## src/rtl/wishbone_sram_slave.sv

```systemverilog
// ---------------------------------------------------------------------------
// wishbone_sram_slave
//
// Wishbone classic-cycle responder in front of a 32-bit asynchronous SRAM.
// Each accepted transfer asserts the SRAM strobes for a programmable number
// of wait cycles and then returns a single-cycle registered ack. Byte lanes
// come from wb_sel_i through sram_be_n.
//
// Handshake: a transfer is requested while wb_cyc_i & wb_stb_i are high in
// IDLE, and its address, data, select and direction are captured at that
// edge. wb_ack_o is high for exactly one cycle per completed transfer. The
// next request is accepted only from IDLE, which is always at least one
// cycle after the ack cycle. If wb_stb_i is still high then, that is a new
// transfer. Dropping wb_cyc_i during the wait cycles abandons the transfer
// with no ack.
//
// Parameters
//   ADDR_WIDTH  SRAM word-address width (word = wb_addr_i[ADDR_WIDTH+1:2])
//   READ_WAIT   cycles sram_oe_n is held low before data is sampled (>=1)
//   WRITE_WAIT  cycles sram_we_n is held low per write (>=1)
//
// Ports
//   clk, rst          clock, synchronous active-high reset
//   wb_cyc_i/stb_i    bus cycle / strobe
//   wb_we_i           1 = write, 0 = read
//   wb_addr_i         byte address (bits [1:0] ignored)
//   wb_data_i         write data
//   wb_sel_i          byte lane enables
//   wb_data_o         read data, held until the next read completes
//   wb_ack_o          one-cycle transfer acknowledge
//   sram_addr_o       SRAM word address
//   sram_data_i/o     SRAM data bus in / out
//   sram_data_oe      1 = drive sram_data_o onto the pins
//   sram_ce_n/oe_n/we_n/be_n   active-low SRAM controls
//   dbg_state         current FSM state (IDLE=0 READ=1 WRITE=2 HOLD=3 ACK=4)
// ---------------------------------------------------------------------------
module wishbone_sram_slave #(
  parameter int ADDR_WIDTH = 20,
  parameter int READ_WAIT  = 2,
  parameter int WRITE_WAIT = 2
) (
  input  logic                  clk,
  input  logic                  rst,
  input  logic                  wb_cyc_i,
  input  logic                  wb_stb_i,
  input  logic                  wb_we_i,
  input  logic [31:0]           wb_addr_i,
  input  logic [31:0]           wb_data_i,
  input  logic [3:0]            wb_sel_i,
  output logic [31:0]           wb_data_o,
  output logic                  wb_ack_o,
  output logic [ADDR_WIDTH-1:0] sram_addr_o,
  input  logic [31:0]           sram_data_i,
  output logic [31:0]           sram_data_o,
  output logic                  sram_data_oe,
  output logic                  sram_ce_n,
  output logic                  sram_oe_n,
  output logic                  sram_we_n,
  output logic [3:0]            sram_be_n,
  output logic [2:0]            dbg_state
);

  typedef enum logic [2:0] {
    S_IDLE  = 3'd0,
    S_READ  = 3'd1,
    S_WRITE = 3'd2,
    S_HOLD  = 3'd3,
    S_ACK   = 3'd4
  } state_t;

  localparam int MAX_WAIT = (READ_WAIT > WRITE_WAIT) ? READ_WAIT : WRITE_WAIT;
  localparam int CW       = $clog2(MAX_WAIT) + 1;

  // Counter loads wait-1 and counts down to zero, so a phase lasts exactly
  // WAIT cycles and the counter never wraps.
  localparam logic [CW-1:0] RD_LOAD = CW'(READ_WAIT - 1);
  localparam logic [CW-1:0] WR_LOAD = CW'(WRITE_WAIT - 1);

  state_t          state_q, state_d;
  logic [CW-1:0]   cnt_q, cnt_d;

  logic [31:0]           rdata_d;
  logic                  ack_d;
  logic [ADDR_WIDTH-1:0] addr_d;
  logic [31:0]           wdata_d;
  logic                  data_oe_d;
  logic                  ce_n_d;
  logic                  oe_n_d;
  logic                  we_n_d;
  logic [3:0]            be_n_d;

  logic req;
  logic cnt_zero;

  assign req       = wb_cyc_i & wb_stb_i;
  assign cnt_zero  = (cnt_q == '0);
  assign dbg_state = state_q;

  // -------------------------------------------------------------------------
  // State and output registers
  // -------------------------------------------------------------------------
  always_ff @(posedge clk) begin
    if (rst) begin
      state_q      <= S_IDLE;
      cnt_q        <= '0;
      wb_data_o    <= '0;
      wb_ack_o     <= 1'b0;
      sram_addr_o  <= '0;
      sram_data_o  <= '0;
      sram_data_oe <= 1'b0;
      sram_ce_n    <= 1'b1;
      sram_oe_n    <= 1'b1;
      sram_we_n    <= 1'b1;
      sram_be_n    <= 4'b1111;
    end else begin
      state_q      <= state_d;
      cnt_q        <= cnt_d;
      wb_data_o    <= rdata_d;
      wb_ack_o     <= ack_d;
      sram_addr_o  <= addr_d;
      sram_data_o  <= wdata_d;
      sram_data_oe <= data_oe_d;
      sram_ce_n    <= ce_n_d;
      sram_oe_n    <= oe_n_d;
      sram_we_n    <= we_n_d;
      sram_be_n    <= be_n_d;
    end
  end

  // -------------------------------------------------------------------------
  // Next-state logic
  // -------------------------------------------------------------------------
  always_comb begin
    state_d = state_q;
    case (state_q)
      S_IDLE: begin
        if (req) state_d = wb_we_i ? S_WRITE : S_READ;
      end
      S_READ: begin
        // An abandoned cycle wins over completion, even in the last wait cycle.
        if (!wb_cyc_i)     state_d = S_IDLE;
        else if (cnt_zero) state_d = S_ACK;
      end
      S_WRITE: begin
        if (!wb_cyc_i)     state_d = S_IDLE;
        else if (cnt_zero) state_d = S_HOLD;
      end
      S_HOLD:  state_d = S_IDLE;
      S_ACK:   state_d = S_IDLE;
      default: state_d = S_IDLE;
    endcase
  end

  // -------------------------------------------------------------------------
  // Output logic: next values for the registered outputs
  // -------------------------------------------------------------------------
  always_comb begin
    cnt_d     = cnt_q;
    rdata_d   = wb_data_o;
    ack_d     = 1'b0;             // ack is only ever a single-cycle pulse
    addr_d    = sram_addr_o;
    wdata_d   = sram_data_o;
    data_oe_d = sram_data_oe;
    ce_n_d    = sram_ce_n;
    oe_n_d    = sram_oe_n;
    we_n_d    = sram_we_n;
    be_n_d    = sram_be_n;

    case (state_q)
      S_IDLE: begin
        if (req) begin
          addr_d  = wb_addr_i[ADDR_WIDTH+1:2];
          wdata_d = wb_data_i;
          be_n_d  = ~wb_sel_i;
          ce_n_d  = 1'b0;
          if (wb_we_i) begin
            we_n_d    = 1'b0;
            data_oe_d = 1'b1;
            cnt_d     = WR_LOAD;
          end else begin
            oe_n_d = 1'b0;
            cnt_d  = RD_LOAD;
          end
        end
      end

      S_READ: begin
        if (!wb_cyc_i) begin
          ce_n_d    = 1'b1;
          oe_n_d    = 1'b1;
          we_n_d    = 1'b1;
          be_n_d    = 4'b1111;
          data_oe_d = 1'b0;
        end else if (cnt_zero) begin
          // SRAM output has been enabled for READ_WAIT cycles: sample now.
          rdata_d = sram_data_i;
          ack_d   = 1'b1;
          oe_n_d  = 1'b1;
          ce_n_d  = 1'b1;
          be_n_d  = 4'b1111;
        end else begin
          cnt_d = cnt_q - CW'(1);
        end
      end

      S_WRITE: begin
        if (!wb_cyc_i) begin
          ce_n_d    = 1'b1;
          oe_n_d    = 1'b1;
          we_n_d    = 1'b1;
          be_n_d    = 4'b1111;
          data_oe_d = 1'b0;
        end else if (cnt_zero) begin
          // Raise we_n first while address, data and lanes stay put, so the
          // SRAM sees a clean hold time on the rising write strobe.
          we_n_d = 1'b1;
          ack_d  = 1'b1;
        end else begin
          cnt_d = cnt_q - CW'(1);
        end
      end

      S_HOLD: begin
        ce_n_d    = 1'b1;
        data_oe_d = 1'b0;
        be_n_d    = 4'b1111;
      end

      S_ACK: begin
        // Nothing to do: strobes already released on the way in.
      end

      default: begin
        ce_n_d    = 1'b1;
        oe_n_d    = 1'b1;
        we_n_d    = 1'b1;
        be_n_d    = 4'b1111;
        data_oe_d = 1'b0;
      end
    endcase
  end

endmodule

```

## config.mk

```make
export PLATFORM = sky130hd
export DESIGN_NAME = wishbone_sram_slave
export DESIGN_NICKNAME = d
export VERILOG_FILES = /design/src/rtl/wishbone_sram_slave.sv
export SDC_FILE = /design/constraint.sdc
export NUM_CORES = 1
export LEC_CHECK = 0
export BUFFER_PORTS_ARGS = -buffer_cell sky130_fd_sc_hd__buf_4
export CAP_MARGIN = 10
export CORE_ASPECT_RATIO = 1.5
export CORE_UTILIZATION = 35
export DETAILED_ROUTE_END_ITERATION = 16
export PLACE_DENSITY = 0.74
export SYNTH_ARGS = -nofsm -noshare
export SYNTH_HDL_FRONTEND = slang
export SYNTH_SLANG_ARGS = --single-unit
```

## constraint.sdc

```tcl
create_clock -name clk -period 2.87 [get_ports clk]
set_input_delay 0.287 -clock clk [delete_from_list [all_inputs] [get_ports clk]]
set_output_delay 0.287 -clock clk [all_outputs]
set_load 0.01 [all_outputs]
```

# Word-level counts from Yosys, hierarchy flattened
# Cells that the tools add are included.
# totals
regBits	98
latchBits	0
ramBits	0
mem_bits_ro	0
inputBits	105
out_inout_bits	96
wordCells	78
mem_count	0
# op_classes
addsub	1
mul	0
div_mod_pow	0
order_cmp	0
n_eq_ne	14
n_shift	0
n_mux	32
bitwise	6
reduce_logical	14
# op_table
op	count
$mux 4	4
$pmux 4 s4	1
$mux 3	5
$ne 2x2->1 const B	7
$mux 1	12
$pmux 1 s4	3
$reduce_and 4->1	3
$reduce_and 5->1	2
$pmux 3 s3	1
$mux 2	4
$eq 3x2->1 const B	2
$ne 3x3->1 const B	2
$reduce_and 3->1	2
$not 1->1	4
$not 4->4	1
$pmux 2 s2	1
$reduce_or 2->1	2
$eq 3x1->1 const B	1
$eq 3x3->1 const B	1
$logic_not 3->1	1
$pmux 1 s3	1
$reduce_or 3->1	1
$logic_not 2->1	1
$ne 2x1->1 const B	1
other kinds (4)	4

# Depth between registers and ports, before layout
# logic_depth
depth_word	4
depth_mapped	7
mapped_depth_nobuf	6

# Worst setup path before layout
# Ideal clock, no wire load.
# synth_path
path_kind	flip-flop to flip-flop
start	register state_q[2], in the netlist dbg_state[2]
end	register sram_oe_n
setup_time_ns	0.122
arrival_time_ns	1.474
required_ns	2.748
slack_ns	1.274
stages_incl_launch_ff	6
n_path_buf	1
period_less_slack_ns	1.596
path_cell_list	dfxtp_1 > buf_6 > or4_4 > a311o_1 > a21oi_2 > a211oi_1
# synth_between
elab_chain_cells	4
# synth_lines
item	line_no	rtl
start: declaration	79	state_t state_q, state_d;
start signal: assignment	116	state_q <= state_d;
$eq 3x3->1 / $eq 3x2->1 (equally long branches)	169	case (state_q)
$reduce_or 2->1 (no source line)	-	
$not 1->1 (no source line)	-	
$reduce_and 5->1 (no source line)	-	
end signal: assignment	124	sram_oe_n <= oe_n_d;
end: declaration	57	output logic sram_oe_n,
# Parallel ways exist; a longest one is shown, timed or not.
# A chain may end at the register's enable or synchronous reset.

# Final worst setup path
# layout_path
start	register state_q[0], in the netlist dbg_state[0]
end	register sram_addr_o[12]
# layout_between
elab_chain_cells	2
# layout_lines
item	line_no	rtl
$logic_not 3->1	169	
$reduce_and 2->1 (no source line)	-	
end signal: assignment	120	sram_addr_o <= addr_d;
end: declaration	52	output logic [ADDR_WIDTH-1:0] sram_addr_o,
# No other way between the ends.

==> impl_metrics.yaml <==
setup_path:
  start_kind: "flip-flop"
  worstSetupEndpointType: "flip-flop"
  cp_max_fo: 52
  critical_path_required_ps: 3070
  worstPathCellList: "nor3_1, nand3_2, nand2_1, a21oi_1"
  slowest_stage: "nand3_2"
  r2r_start: "dbg_state[0]"
  critical_path_class: "flip-flop to flip-flop"
  critPathLaunch: "dbg_state[0]"
  critPathBufInv: 0
  critPathTopFamily: "simple AND/OR/NAND/NOR gates"
  cp_data_arrival_time_ps: 2520
  critPathMaxStageDelay_ps: 810
timing:
  fin_setup_tns_ps: 0
  period_needed_ps: 2320
  setup_viol: 0
  rsz0062_at_grt: "false"
  maxSlewViolCount: 0
  fmax_mhz: 431
  clock_skew_ps: 4.56
  worst-slew-pin-transition_ps: 976
  hold_viol_final: 0
  finalWorstSetupSlack_ps: 551
  slew_headroom_pct: 34.8
  fin_crit_sh_pct: 80.8
routing:
  wl_per_cell_um: 12.9
  vias: 3714
  drt-initial-drc-count: 105
  ant_nets: 0
  vias_per_cell: 4.76
  first_pass_iters: 6
  drc: 0
  drt-total-wl_mm: 10.0
worst_hold_path:
  hp-start: "wb_data_i[6]"
  hp-class: "input pin to flip-flop"
global_routing:
  overflow: 0
  grt_pass1_wl_mm: 15.7
  grt_pass1_vias: 3521
  grt_max_degree: 54
  antenna_found_initial: 0
  grt_usage_pct: 17.7
power:
  ir_worst_vdd_mv: 0.356
  p_per_area_nw_per_um2: 705
  power_leakage_nw: 2.37
placed_design:
  place_hpwl_mm: 7.24
  post-place-ws_ps: 548
  portBuffers: 188
  dp_cells: 764
  finalWeightedCongestion: 0.805
job:
  cap_violations: 0
floorplan:
  die_w_um: 86.0
  die_area_um2: 11000
  coreArea_um2: 10200
  io_pins: 201
  row_count: 45
  die_height_um: 128
  start_util_pct: 36.4
synthesis:
  syn_avg_cell_area_um2: 7.97
  ys_top_cells_by_count: "nand2_1, dfxtp_1, a21oi_1"
  yosysTopAreaCell: "dfxtp_1"
  synth_most_common_cell: "nand2_1"
  synth_ff_type: "dfxtp_1"
  synth_edf_count: 0
  synth-seq-cells: 98
  ys_warn_count: 0
  synth_cell_types: 40
  syn_area_um2: 3710
  synth_nets: 571
  netlist_instances: 465
  yosys-top-cells-area: "dfxtp_1, nand2_1, a21oi_1"
  yosysTopAreaCellShare_pct: 52.9
  async_flop_share_pct: 0
  yosysSeqAreaShare_pct: 52.9
cts:
  htreeDepth: 3
  clkLatencyLatePin_ps: 330
  cts-root-buf: "clkbuf_16"
  numCtsBuffers: 9
  cts_tree: "built"
  cts.sinks: 98
  cts-resized-gates: 0
  clk_pin_slew_ps: 70
  cts_setup_buffers: 0
  holdBufCountCts: 0
  ctsLongestPathBuffers: 2
cells_and_area:
  syn_to_final_growth_pct: 47.7
  n_antenna_cell: 0
  layout.nets: 740
  fin_cells: 780
  drive_gt1_share_pct: 33.3
outcome:
  status: "finished clean"
-- report_power, final --
| part | switching [mW] | internal [mW] |
|---|---|---|
| registers | 0.119 | 1.51 |
| logic | 0.496 | 0.456 |
| clock network | 0.506 | 0.768 |
| total | 1.12 | 2.74 |
-- flip-flops by register name, summed over array words and instances, names as in the netlist --
register / flops
dbg_state: 3
cnt_q: 2
sram_addr_o: 20
sram_oe_n: 1
wb_ack_o: 1
sram_we_n: 1
sram_be_n: 4
sram_ce_n: 1
sram_data_oe: 1
sram_data_o: 32
wb_data_o: 32
-- cell usage in the layout (no fill, tap or decap), drive strengths merged, types with 2 or more instances in the layout --
master and instances:
and2 4, inv 6, nand3 2, bufinv 2, clkbuf 10, a21o 3
and3 2, nand2 173, a21oi 91, clkinv 3, a211oi 2, o21ai 6
nor3 3, nor2b 3, buf 193, dfxtp 98, nand2b 2, mux2i 4
nor2 12
-- worst min-delay path, delay by kind of cell --
kind	cells	cell delay (ps)
AOI/OAI and AO/OA	1	50
buffers and inverters	1	100
and+or+nand+nor	1	40
-- layout make-up --
type | instances | area [um2]
fill | 979 | 4720
tap | 141 | 176
inverter | 5 | 18.8
clock inverter | 6 | 90.1
sequential | 98 | 1960
multi-input combinational | 327 | 1550
timing repair buffer | 193 | 1450
clock buffer | 10 | 229
-- per-stage QoR --
stage / hold slack (ps) / util, % / instance area [um2] / power, mW
detailed placement: 446 / 50.6 / 5160 / 2.62
floorplan: 413 / - / 3710 / 2.21
global route: 190 / 53.7 / 5480 / 4.07
global placement: 442 / 50.6 / 5160 / 2.59
CTS: 182 / 53.7 / 5480 / 3.90
finish: 194 / 53.7 / 5480 / 3.86
-- worst paths after layout --
path	slack (ps)	cells after the start	to
setup / recovery	550	4	sram_addr_o[12]
hold / removal	190	3	sram_data_o[6]
setup reg to reg	550	4	sram_addr_o[12]
hold reg to reg	450	2	sram_data_o[13]
-- metal layers --
layer	wire (um)	GRT usage, %
met2	5320	33.2
met4	180	7.55
met1	3920	18.9
met3	606	3.73
met5	0	0
-- cells by family (layout without fill, tap and decap cells) --
kind of cell / Yosys count / after routing / synth area share [%]
AO/OA/AOI/OAI: 112 / 112 / 16.7
XOR/XNOR: 1 / 1 / 0.236
adder cells (fa/ha/maj): 1 / 1 / 0.338
buffers and inverters: 40 / 214 / 5.57
flip-flops: 98 / 98 / 52.9
multiplexers: 4 / 4 / 1.08
AND/OR/NAND/NOR: 209 / 209 / 23.2
(Power assumes the default switching activity.)
